--- config.mk ---
export PLATFORM = sky130hd
export DESIGN_NAME = dma_burst_master_flat
export DESIGN_NICKNAME = d
export VERILOG_FILES = /design/src/rtl/dma_burst_master_if.sv /design/src/rtl/dma_burst_master.sv /design/src/flat_wrapper.sv
export SDC_FILE = /design/constraint.sdc
export NUM_CORES = 1
export LEC_CHECK = 0
export CAP_MARGIN = 20
export CELL_PAD_IN_SITES_DETAIL_PLACEMENT = 1
export CELL_PAD_IN_SITES_GLOBAL_PLACEMENT = 1
export CORE_MARGIN = 2
export CORE_UTILIZATION = 51
export DETAILED_ROUTE_END_ITERATION = 6
export PLACE_DENSITY_LB_ADDON = 0.2
export SETUP_SLACK_MARGIN = 0.4
export SYNTH_ARGS = -nofsm -noshare
export SYNTH_HDL_FRONTEND = slang
export SYNTH_SLANG_ARGS = --single-unit
--- constraint.sdc ---
create_clock -name m_axi_aclk -period 7.8 [get_ports m_axi_aclk]
set_clock_uncertainty 0.2 [all_clocks]
set_input_delay 1.56 -clock m_axi_aclk [delete_from_list [all_inputs] [get_ports m_axi_aclk]]
set_output_delay 1.56 -clock m_axi_aclk [all_outputs]
set_load 0.05 [all_outputs]
--- src/rtl/dma_burst_master_if.sv ---
// AXI4 master-side bus bundle for dma_burst_master: AR/R/AW/W/B channels, 32-bit data.
interface dma_burst_master_if #(
  parameter int ADDR_W = 32
);
  logic [ADDR_W-1:0] araddr;
  logic [7:0]        arlen;
  logic [2:0]        arsize;
  logic [1:0]        arburst;
  logic              arvalid;
  logic              arready;

  logic [31:0]       rdata;
  logic [1:0]        rresp;
  logic              rlast;
  logic              rvalid;
  logic              rready;

  logic [ADDR_W-1:0] awaddr;
  logic [7:0]        awlen;
  logic [2:0]        awsize;
  logic [1:0]        awburst;
  logic              awvalid;
  logic              awready;

  logic [31:0]       wdata;
  logic [3:0]        wstrb;
  logic              wlast;
  logic              wvalid;
  logic              wready;

  logic [1:0]        bresp;
  logic              bvalid;
  logic              bready;

  modport master (
    output araddr, arlen, arsize, arburst, arvalid,
    input  arready,
    input  rdata, rresp, rlast, rvalid,
    output rready,
    output awaddr, awlen, awsize, awburst, awvalid,
    input  awready,
    output wdata, wstrb, wlast, wvalid,
    input  wready,
    input  bresp, bvalid,
    output bready
  );

  modport slave (
    input  araddr, arlen, arsize, arburst, arvalid,
    output arready,
    output rdata, rresp, rlast, rvalid,
    input  rready,
    input  awaddr, awlen, awsize, awburst, awvalid,
    output awready,
    input  wdata, wstrb, wlast, wvalid,
    output wready,
    output bresp, bvalid,
    input  bready
  );
endinterface

--- src/rtl/dma_burst_master.sv ---
// Single-burst AXI4 DMA engine: a read burst fills the local buffer, a write burst drains it,
// so read-then-write forms a memory-to-memory copy.
module dma_burst_master #(
  parameter int BURST_LEN = 16,
  parameter int ADDR_W    = 32
) (
  input  logic               m_axi_aclk,
  input  logic               axi_resetnn,
  input  logic               read_active,
  input  logic [31:0]        read_address,
  output logic               read_idle,
  input  logic               write_active,
  input  logic [31:0]        write_address,
  output logic               write_idle,
  output logic [3:0]         rw_resp,
  dma_burst_master_if.master m_axi
);

  localparam logic [7:0] LAST_BEAT = 8'(BURST_LEN - 1);
  localparam int         IDX_W     = (BURST_LEN > 1) ? $clog2(BURST_LEN) : 1;

  typedef enum logic [2:0] {
    IDLE,
    RD_ADDR,
    RD_DATA,
    WR_ADDR,
    WR_DATA,
    WR_RESP
  } state_t;

  state_t            state_reg;
  logic [7:0]        cnt_reg;
  logic [ADDR_W-1:0] addr_reg;
  logic              arvalid_reg;
  logic              rready_reg;
  logic              awvalid_reg;
  logic              wvalid_reg;
  logic              wlast_reg;
  logic              bready_reg;
  logic              read_idle_reg;
  logic              write_idle_reg;
  logic [1:0]        rd_resp_reg;
  logic [1:0]        wr_resp_reg;
  logic [1:0]        rd_status_reg;
  logic [31:0]       wdata_reg;

  logic [31:0]       buffer [0:BURST_LEN-1];

  logic [7:0]        cnt_inc;
  logic              r_hs;
  logic              aw_hs;
  logic              w_hs;
  logic              r_final;
  logic [1:0]        beat_status;
  logic [1:0]        rd_status_next;
  logic              buf_re;
  logic [IDX_W-1:0]  buf_raddr;

  assign cnt_inc = cnt_reg + 8'd1;
  assign r_hs    = rready_reg & m_axi.rvalid;
  assign aw_hs   = awvalid_reg & m_axi.awready;
  assign w_hs    = wvalid_reg & m_axi.wready;
  assign r_final = (cnt_reg == LAST_BEAT);

  // A beat is in error if the slave says so, or if rlast disagrees with our own beat count.
  always_comb begin
    beat_status = 2'b00;
    if (m_axi.rresp != 2'b00) begin
      beat_status = m_axi.rresp;
    end else if (m_axi.rlast != r_final) begin
      beat_status = 2'b10;
    end
  end

  assign rd_status_next = (rd_status_reg != 2'b00) ? rd_status_reg : beat_status;

  // wdata is the registered read port: prefetch beat 0 on AW handshake, then beat cnt+1 per accept.
  assign buf_re    = aw_hs | (w_hs & ~wlast_reg);
  assign buf_raddr = aw_hs ? '0 : cnt_inc[IDX_W-1:0];

  always_ff @(posedge m_axi_aclk) begin
    if (r_hs) begin
      buffer[cnt_reg[IDX_W-1:0]] <= m_axi.rdata;
    end
    if (buf_re) begin
      wdata_reg <= buffer[buf_raddr];
    end
  end

  always_ff @(posedge m_axi_aclk) begin
    if (!axi_resetnn) begin
      state_reg      <= IDLE;
      cnt_reg        <= '0;
      addr_reg       <= '0;
      arvalid_reg    <= 1'b0;
      rready_reg     <= 1'b0;
      awvalid_reg    <= 1'b0;
      wvalid_reg     <= 1'b0;
      wlast_reg      <= 1'b0;
      bready_reg     <= 1'b0;
      read_idle_reg  <= 1'b1;
      write_idle_reg <= 1'b1;
      rd_resp_reg    <= 2'b00;
      wr_resp_reg    <= 2'b00;
      rd_status_reg  <= 2'b00;
    end else begin
      unique case (state_reg)
        IDLE: begin
          if (read_active) begin
            addr_reg      <= ADDR_W'(read_address & 32'hFFFF_FFFC);
            arvalid_reg   <= 1'b1;
            read_idle_reg <= 1'b0;
            state_reg     <= RD_ADDR;
          end else if (write_active) begin
            addr_reg       <= ADDR_W'(write_address & 32'hFFFF_FFFC);
            awvalid_reg    <= 1'b1;
            write_idle_reg <= 1'b0;
            state_reg      <= WR_ADDR;
          end
        end

        RD_ADDR: begin
          if (m_axi.arready) begin
            arvalid_reg   <= 1'b0;
            rready_reg    <= 1'b1;
            cnt_reg       <= '0;
            rd_status_reg <= 2'b00;
            state_reg     <= RD_DATA;
          end
        end

        RD_DATA: begin
          if (r_hs) begin
            rd_status_reg <= rd_status_next;
            if (r_final) begin
              cnt_reg       <= '0;
              rready_reg    <= 1'b0;
              read_idle_reg <= 1'b1;
              rd_resp_reg   <= rd_status_next;
              state_reg     <= IDLE;
            end else begin
              cnt_reg <= cnt_inc;
            end
          end
        end

        WR_ADDR: begin
          if (m_axi.awready) begin
            awvalid_reg <= 1'b0;
            wvalid_reg  <= 1'b1;
            wlast_reg   <= (LAST_BEAT == 8'd0);
            cnt_reg     <= '0;
            state_reg   <= WR_DATA;
          end
        end

        WR_DATA: begin
          if (w_hs) begin
            if (wlast_reg) begin
              wvalid_reg <= 1'b0;
              wlast_reg  <= 1'b0;
              bready_reg <= 1'b1;
              cnt_reg    <= '0;
              state_reg  <= WR_RESP;
            end else begin
              cnt_reg   <= cnt_inc;
              wlast_reg <= (cnt_inc == LAST_BEAT);
            end
          end
        end

        WR_RESP: begin
          if (m_axi.bvalid) begin
            bready_reg     <= 1'b0;
            wr_resp_reg    <= m_axi.bresp;
            write_idle_reg <= 1'b1;
            state_reg      <= IDLE;
          end
        end

        default: state_reg <= IDLE;
      endcase
    end
  end

  assign read_idle  = read_idle_reg;
  assign write_idle = write_idle_reg;
  assign rw_resp    = {rd_resp_reg, wr_resp_reg};

  // The engine runs one direction at a time, so AR and AW share the latched base address.
  assign m_axi.araddr  = addr_reg;
  assign m_axi.arlen   = LAST_BEAT;
  assign m_axi.arsize  = 3'b010;
  assign m_axi.arburst = 2'b01;
  assign m_axi.arvalid = arvalid_reg;
  assign m_axi.rready  = rready_reg;

  assign m_axi.awaddr  = addr_reg;
  assign m_axi.awlen   = LAST_BEAT;
  assign m_axi.awsize  = 3'b010;
  assign m_axi.awburst = 2'b01;
  assign m_axi.awvalid = awvalid_reg;

  assign m_axi.wdata   = wdata_reg;
  assign m_axi.wstrb   = 4'hF;
  assign m_axi.wlast   = wlast_reg;
  assign m_axi.wvalid  = wvalid_reg;
  assign m_axi.bready  = bready_reg;

endmodule

--- src/flat_wrapper.sv ---
// flat-port wrapper written by rule: the top's interface ports become plain ports
module dma_burst_master_flat 
#(
  parameter int BURST_LEN = 16,
  parameter int ADDR_W    = 32
)
  (m_axi_aclk, axi_resetnn, read_active, read_address, read_idle, write_active, write_address, write_idle, rw_resp, m_axi_araddr, m_axi_arlen, m_axi_arsize, m_axi_arburst, m_axi_arvalid, m_axi_arready, m_axi_rdata, m_axi_rresp, m_axi_rlast, m_axi_rvalid, m_axi_rready, m_axi_awaddr, m_axi_awlen, m_axi_awsize, m_axi_awburst, m_axi_awvalid, m_axi_awready, m_axi_wdata, m_axi_wstrb, m_axi_wlast, m_axi_wvalid, m_axi_wready, m_axi_bresp, m_axi_bvalid, m_axi_bready);
  dma_burst_master_if #(.ADDR_W(ADDR_W)) m_axi_i ();
  input  logic m_axi_aclk;
  input  logic axi_resetnn;
  input  logic read_active;
  input  logic [31:0] read_address;
  output logic read_idle;
  input  logic write_active;
  input  logic [31:0] write_address;
  output logic write_idle;
  output logic [3:0] rw_resp;
  output wire logic [$bits(m_axi_i.araddr)-1:0] m_axi_araddr;
  output wire logic [$bits(m_axi_i.arlen)-1:0] m_axi_arlen;
  output wire logic [$bits(m_axi_i.arsize)-1:0] m_axi_arsize;
  output wire logic [$bits(m_axi_i.arburst)-1:0] m_axi_arburst;
  output wire logic [$bits(m_axi_i.arvalid)-1:0] m_axi_arvalid;
  input wire logic [$bits(m_axi_i.arready)-1:0] m_axi_arready;
  input wire logic [$bits(m_axi_i.rdata)-1:0] m_axi_rdata;
  input wire logic [$bits(m_axi_i.rresp)-1:0] m_axi_rresp;
  input wire logic [$bits(m_axi_i.rlast)-1:0] m_axi_rlast;
  input wire logic [$bits(m_axi_i.rvalid)-1:0] m_axi_rvalid;
  output wire logic [$bits(m_axi_i.rready)-1:0] m_axi_rready;
  output wire logic [$bits(m_axi_i.awaddr)-1:0] m_axi_awaddr;
  output wire logic [$bits(m_axi_i.awlen)-1:0] m_axi_awlen;
  output wire logic [$bits(m_axi_i.awsize)-1:0] m_axi_awsize;
  output wire logic [$bits(m_axi_i.awburst)-1:0] m_axi_awburst;
  output wire logic [$bits(m_axi_i.awvalid)-1:0] m_axi_awvalid;
  input wire logic [$bits(m_axi_i.awready)-1:0] m_axi_awready;
  output wire logic [$bits(m_axi_i.wdata)-1:0] m_axi_wdata;
  output wire logic [$bits(m_axi_i.wstrb)-1:0] m_axi_wstrb;
  output wire logic [$bits(m_axi_i.wlast)-1:0] m_axi_wlast;
  output wire logic [$bits(m_axi_i.wvalid)-1:0] m_axi_wvalid;
  input wire logic [$bits(m_axi_i.wready)-1:0] m_axi_wready;
  input wire logic [$bits(m_axi_i.bresp)-1:0] m_axi_bresp;
  input wire logic [$bits(m_axi_i.bvalid)-1:0] m_axi_bvalid;
  output wire logic [$bits(m_axi_i.bready)-1:0] m_axi_bready;
  assign m_axi_araddr = m_axi_i.araddr;
  assign m_axi_arlen = m_axi_i.arlen;
  assign m_axi_arsize = m_axi_i.arsize;
  assign m_axi_arburst = m_axi_i.arburst;
  assign m_axi_arvalid = m_axi_i.arvalid;
  assign m_axi_i.arready = m_axi_arready;
  assign m_axi_i.rdata = m_axi_rdata;
  assign m_axi_i.rresp = m_axi_rresp;
  assign m_axi_i.rlast = m_axi_rlast;
  assign m_axi_i.rvalid = m_axi_rvalid;
  assign m_axi_rready = m_axi_i.rready;
  assign m_axi_awaddr = m_axi_i.awaddr;
  assign m_axi_awlen = m_axi_i.awlen;
  assign m_axi_awsize = m_axi_i.awsize;
  assign m_axi_awburst = m_axi_i.awburst;
  assign m_axi_awvalid = m_axi_i.awvalid;
  assign m_axi_i.awready = m_axi_awready;
  assign m_axi_wdata = m_axi_i.wdata;
  assign m_axi_wstrb = m_axi_i.wstrb;
  assign m_axi_wlast = m_axi_i.wlast;
  assign m_axi_wvalid = m_axi_i.wvalid;
  assign m_axi_i.wready = m_axi_wready;
  assign m_axi_i.bresp = m_axi_bresp;
  assign m_axi_i.bvalid = m_axi_bvalid;
  assign m_axi_bready = m_axi_i.bready;
  dma_burst_master #(.BURST_LEN(BURST_LEN), .ADDR_W(ADDR_W)) u_core (.m_axi_aclk(m_axi_aclk), .axi_resetnn(axi_resetnn), .read_active(read_active), .read_address(read_address), .read_idle(read_idle), .write_active(write_active), .write_address(write_address), .write_idle(write_idle), .rw_resp(rw_resp), .m_axi(m_axi_i));
endmodule
After elaboration in Yosys (flattened, before gate mapping). Memories as Yosys holds them, arrays and structs flattened. A register that Yosys moved wholly into a read port is not among the register bits. Cells that the tools add are included.

Input port bits: 110. Memories kept: 1. Register bits after elaboration: 57. RAM bits: 512. Output and inout port bits: 138.

Eq/ne operators: 19. Reductions and logical operators: 26. Add/subtract/negate cells: 1. Mux-type cells: 58. Bitwise gates (word level): 6.

Memories: u_core.buffer (words 16, width 32, rd ports 1, clocked after Yosys merged registers in 1, wr ports 1, line dma_burst_master.sv:47) `logic [31:0] buffer [0:BURST_LEN-1];`.

Operators with widths (number): two-way mux 32 bit (2); two-way mux 8 bit (6); one-hot mux 8 bit (4 select lines) (1); two-way mux 3 bit (9); two-way mux 1 bit (24); AND reduction 4 bit (6); nonzero test 2 bit (10); one-hot mux 3 bit (6 select lines) (1); equality test 8 x 4 -> 1 bit (second input constant) (2); one-hot mux 1 bit (2 select lines) (8); inequality test 2 bit (second input constant) (6); AND reduction 3 bit (4); two-way mux 2 bit (5); adder 8 x 1 -> 8 bit (second input constant) (1); inequality test 2 x 1 -> 1 bit (second input constant) (4); AND reduction 8 bit (1); equality test 3 x 2 -> 1 bit (second input constant) (2); equality test 3 bit (second input constant) (2); AND reduction 5 bit (1); AND 1 bit (4); two-way mux 4 bit (1); one-hot mux 2 bit (2 select lines) (1); AND reduction 2 bit (2); nonzero test 4 bit (1); other kinds (6) (6).

Logic depth before layout (Yosys ltp).
Depth after elaboration: 7. Depth in mapped cells: 10. Mapped depth without buffers: 6.

Worst setup path after synthesis. No wires, ideal clock.

Path kind: input to register. From: input port m_axi_wready. To: register u_core.wdata_reg[0], in the netlist u_core.m_axi.wdata[0], read port of u_core.buffer (enable). Required time: 7.134 ns. Stages on the path: 2. Library setup time: 0.466 ns. Arrival: 3.989 ns. Setup slack: 3.145 ns. Cells stage by stage: nand2_1 > o21ai_0.

Longest elaborated chain between the ends: 3.

Ends and longest elaborated chain: start: declaration (line flat_wrapper.sv:39) `input wire logic [$bits(m_axi_i.wready)-1:0] m_axi_wready;`; AND 1 bit (line dma_burst_master.sv:62) `assign w_hs = wvalid_reg & m_axi.wready;`; AND 1 bit (line dma_burst_master.sv:78) `assign buf_re = aw_hs | (w_hs & ~wlast_reg);`; bitwise OR 1 bit (line dma_burst_master.sv:78); net u_core.buf_re (line dma_burst_master.sv:56) `logic buf_re;`; end: declaration (line dma_burst_master.sv:45) `logic [31:0] wdata_reg;`.

The timed path passes the listed nets, and every way through them passes these cells. A chain may end at the register's enable or synchronous reset.

Final worst setup path.
From: register u_core.cnt_reg[0]. To: register u_core.wdata_reg[23], in the netlist u_core.m_axi.wdata[23], read port of u_core.buffer, data pin.

Longest elaborated chain between the ends: 2.

Ends and longest elaborated chain: start: declaration (line dma_burst_master.sv:32) `logic [7:0] cnt_reg;`; start signal: assignment (line dma_burst_master.sv:142) `cnt_reg <= cnt_inc;`; start signal: assignment (line dma_burst_master.sv:166) `cnt_reg <= cnt_inc;`; adder 8 x 1 -> 8 bit (line dma_burst_master.sv:59) `assign cnt_inc = cnt_reg + 8'd1;`; two-way mux 4 bit (line dma_burst_master.sv:79) `assign buf_raddr = aw_hs ? '0 : cnt_inc[IDX_W-1:0];`.

Every way passes these cells.

==> reports/results.txt <==
The layout overhead on the synthesized area is 16.8%. Adding up every negative setup slack in the final design gives 0 ns. The part of the power in combinational logic is 20.7%. The synthesized area per cell came out at 14.2 um^2. The H-tree generated during clock tree synthesis spans 2 levels. In this run the critical register-to-register path is captured at u_core.m_axi.wdata[23]$_DFFE_PP_.

Across every metal layer, demand over resource in global routing totals 27.3%. The tools report the final global-route overflow total as 0. The startpoint kind of the worst setup timing path was a register.

0 antenna diodes ended up in the layout. The endpoint of the worst setup timing path was u_core.m_axi.wdata[23]$_DFFE_PP_. Power spread over the standard cell area amounts to 279 mW/mm^2. The wire length per cell after detailed routing was 26.7 um; the fmax was 0.200 GHz. After detailed routing, the number of remaining DRC violations is 0. The logs give 1 for the number of antenna violations at the first check in global routing and 174 uV for the maximum vdd ir drop. The data arrival time of the critical path was 5.25 ns; the setup slack of the worst register-to-register path was 2.80 ns.

The tools report the synthesized netlist cell count as 1773. For the HPWL reported at the end of detailed placement, the log shows 37300 um. At the placement stage, the worst setup path has a slack of 2.81 ns. The detail route stage leaves a number of antenna-violating nets equal to 0.

The dominant combinational cell family by area after synthesis was compound AO/OA/AOI/OAI gates. After detailed routing, the number of vias per cell comes to 6.17. The proportion of register bits with asynchronous set or reset after synthesis was 0%; the required arrival time at the worst endpoint was 8.05 ns.

Once placement completed, the tool counted placed cells totaling 2510. The fraction of the mapped netlist area in adder cells came out at 0.199%. The switching power is 2.45 mW. The logs give 17100 for the number of global-route vias before repair and 70000 um for the sum of routed wire length over all layers. The height of the die works out to 226 um. The number of gates resized after cts is 0. For the pin with the worst max-slew slack, the measured transition is 1.16 ns.

Clock-pin slew was measured on the worst setup and hold paths at 0.06 ns. The worst reg-to-reg path cell count is 8. The flip-flop count of the largest register, all copies and words added was 512. The min-delay analysis places its worst path in the category reg -> reg. The number of synthesized flops with an enable pin was 544; the post-synth design cell area was 0.0252 mm^2. The maximum clock path buffer count was 3. The number of vias after detailed routing is 16200, and the highest net fanout along the worst path is 86.

In this run, the number of DRC markers left after iteration 0 of detailed routing was 1254. Post-route clock period utilization: 64.1%. The worst relative slew slack was 22.8%.

The launching point of the worst reg2reg path is u_core.cnt_reg[0]$_SDFFE_PN0P_. Once the clock tree was built, the setup fixing pass inserted 0 buffers. At the end of routability-driven placement, the weighted congestion stood at 0.790.

The die covers 0.0512 mm^2. Entering global routing, the biggest net connects 87 pins. Setup violations remaining at the end of the flow were counted as 0. The netlist uses 58 different library cells.

The final hold violation count is 0, and the area share of and/or/nand/nor cells after synthesis is 7.51%. The register area share after synthesis is 69.3%. Summing the areas of all compound-gate instances in the mapped netlist gives 11.6% of the synthesized area. Counting the buffers created by CTS gives 60. The share of the core filled with cells is 60.2%, and the number of flip-flops and latches in the synthesized netlist is 599. Setup repair after global routing left no endpoint under its margin. Of the total power, registers draw 45.2%.

The root buffer cell chosen for the clock tree is sky130_fd_sc_hd__clkbuf_16. In this run, post-CTS hold repair placed 0 buffers. The post-route netlist has 9.49% of its cells at a drive strength greater than 1.

248 I/O pins were placed. For this configuration, the core starts out at a cell density of 51.5%. Tracing the worst setup path back leads to its startpoint at u_core.cnt_reg[0]$_SDFFE_PN0P_. The run finished with clean final reports. Global-route wire length before repair: 104000 um. For this run, the post-layout net count is 2024. Measured against the total synthesized area, the mux share comes to 6.70%. The dominant register cell in the synthesized netlist is sky130_fd_sc_hd__edfxtp_1. The total of buffers placed on input and output ports is 209.

In this run the static leakage power is 9.46 nW. The worst path meets setup with 2.80 ns of slack. Across the run, the number of max-cap violations was 0. The setup path with the least slack is of type reg -> reg. The clock share of power was 34.1%.

Of the total synthesized cell area, the portion taken by XOR and XNOR cells is 0.268%. The total number of yosys warnings was 0; the internal portion of total power was 5.77 mW. The switching share of total power was 29.8%. The horizontal extent of the die is 226 um, and the placeable core area is 0.0488 mm^2. For this run, the number of standard cells in the final layout without fillers is 2623. Subtracting the final worst setup slack from the clock period gives 5.00 ns.

TritonCTS built the clock tree. Count of standard-cell rows: 81. For this run, the detailed router's first-pass iteration total came to 5. For the worst-skew pair, the clock arrives at the later sink with an insertion delay of 0.62 ns. The max-slew violation total from the final report came out at 0.

Counting the fill cells in the layout gives 4606. The run gives 599 as the TritonCTS sink count. Kind of capture point of the worst setup path: a register.
-- metal layers --
metal / GRT usage, % / wire length, um / vias to the layer above
met5: 0 / 9 / -
met4: 11.3 / 2630 / 2
met3: 4.32 / 4350 / 157
met2: 47.0 / 35300 / 600
met1: 34.3 / 27700 / 8335
li1: - / - / 7092
-- cell families after synthesis --
logic type | Yosys count
xor gates and xnor gates | 6
DFF | 599
muxes | 162
and+or+nand+nor | 363
adders and majority gates | 4
AOI/OAI and AO/OA | 426
other | 2
buffers and inverters | 211
-- worst min-delay path by stage --
| stage | startpoint | endpoint | cells after the start |
|---|---|---|---|
| 6_report | u_core.write_idle$_SDFFE_PN1P_ | u_core.write_idle$_SDFFE_PN1P_ | 1 |
| 3_5_place_dp | u_core.write_idle$_SDFFE_PN1P_ | u_core.write_idle$_SDFFE_PN1P_ | 1 |
| 5_1_grt | u_core.write_idle$_SDFFE_PN1P_ | u_core.write_idle$_SDFFE_PN1P_ | 1 |
| 2_1_floorplan | u_core.rd_status_reg[1]$_SDFFE_PN0P_ | u_core.rd_status_reg[1]$_SDFFE_PN0P_ | 2 |
| 4_1_cts | u_core.write_idle$_SDFFE_PN1P_ | u_core.write_idle$_SDFFE_PN1P_ | 1 |
| 3_3_place_gp | u_core.write_idle$_SDFFE_PN1P_ | u_core.write_idle$_SDFFE_PN1P_ | 1 |
-- critical path, stage by stage (launching register included) --
cell	delay, ns
sky130_fd_sc_hd__dfxtp_4	0.66
sky130_fd_sc_hd__clkinv_2	0.74
sky130_fd_sc_hd__ha_4	0.57
sky130_fd_sc_hd__buf_4	0.80
sky130_fd_sc_hd__buf_4	0.65
sky130_fd_sc_hd__a21oi_1	0.07
sky130_fd_sc_hd__a2111oi_0	0.63
sky130_fd_sc_hd__a211oi_1	0.16
sky130_fd_sc_hd__a21oi_1	0.24
-- metrics by stage --
stage               area, um^2  total power, mW  hold slack [ns]
floorplan                25300             4.97            0.263
global placement         27500             5.41            0.251
detailed placement       27500             5.46            0.247
CTS                      29300             8.25            0.261
global route             29400             8.48            0.268
finish                   29400             8.21            0.261
-- Yosys cell counts (all sizes together), types with 2 or more instances --
| library cell | number | share of area [%] |
|---|---|---|
| mux2i | 128 | 5.1 |
| inv | 9 | 0.13 |
| nand3b | 2 | 0.060 |
| nor3 | 7 | 0.14 |
| a32oi | 2 | 0.070 |
| and2 | 83 | 2.1 |
| clkbuf | 83 | 1.2 |
| nand2 | 53 | 0.80 |
| xnor2 | 3 | 0.16 |
| nor2b | 6 | 0.15 |
| a2111oi | 62 | 2.2 |
| mux2 | 32 | 1.4 |
| a311oi | 32 | 1.1 |
| a2bb2oi | 2 | 0.070 |
| ha | 4 | 0.20 |
| o41ai | 3 | 0.13 |
| nor2 | 79 | 1.2 |
| dfxtp | 55 | 4.4 |
| buf | 119 | 3.1 |
| nand4 | 4 | 0.099 |
| a21oi | 108 | 2.2 |
| nand3 | 76 | 1.5 |
| a22oi | 2 | 0.060 |
| nor3b | 4 | 0.12 |
| nor4 | 2 | 0.11 |
| a211oi | 64 | 1.9 |
| o22ai | 34 | 0.84 |
| o21ai | 41 | 0.81 |
| a211o | 31 | 1.1 |
| conb | 2 | 0.030 |
| mux4 | 2 | 0.18 |
| nand2b | 35 | 0.87 |
| xor2 | 3 | 0.10 |
| a221oi | 2 | 0.070 |
| a31oi | 36 | 0.89 |
| nand4bb | 2 | 0.089 |
| o31ai | 3 | 0.089 |
| edfxtp | 544 | 65 |
| and3 | 7 | 0.17 |
-- placed cells by master, fill, tap and decap left out, types with 13 or more instances in the layout --
cell type                         count
sky130_fd_sc_hd__mux2_2              32
sky130_fd_sc_hd__nor2_1              78
sky130_fd_sc_hd__a211o_1             31
sky130_fd_sc_hd__a31oi_1             36
sky130_fd_sc_hd__edfxtp_1           544
sky130_fd_sc_hd__a311oi_1            32
sky130_fd_sc_hd__o21ai_0             36
sky130_fd_sc_hd__and2_1              69
sky130_fd_sc_hd__nand2_1             51
sky130_fd_sc_hd__nand3_1             75
sky130_fd_sc_hd__nand2b_1            35
sky130_fd_sc_hd__clkbuf_16           60
sky130_fd_sc_hd__buf_4               33
sky130_fd_sc_hd__clkbuf_1            19
sky130_fd_sc_hd__a21oi_1            107
sky130_fd_sc_hd__and2_2              13
sky130_fd_sc_hd__mux2i_1            128
sky130_fd_sc_hd__dfxtp_1             53
sky130_fd_sc_hd__o22ai_1             34
sky130_fd_sc_hd__clkdlybuf4s50_1    207
sky130_fd_sc_hd__conb_1              34
sky130_fd_sc_hd__a2111oi_0           62
sky130_fd_sc_hd__a211oi_1            64
-- layout make-up --
cell class	count	area [um^2]	area share, %
multi-input cells	995	6820	23.2
inverters	9	35.0	0.119
well taps	664	831	2.83
repair buffers	245	2400	8.15
flip-flops and latches	599	17400	59.3
clock buffers	80	1590	5.40
clock inverters	31	289	0.983
-- power by group through the flow --
stage / Sequential, mW / Clock, mW / Combinational, mW
2_1_floorplan: 4.02 / 0 / 0.957
3_3_place_gp: 3.77 / 0 / 1.64
3_5_place_dp: 3.78 / 0 / 1.68
4_1_cts: 3.71 / 2.83 / 1.70
5_1_grt: 3.72 / 2.95 / 1.81
6_report: 3.71 / 2.80 / 1.70
Note: power is estimated with default switching activity, not from simulation.
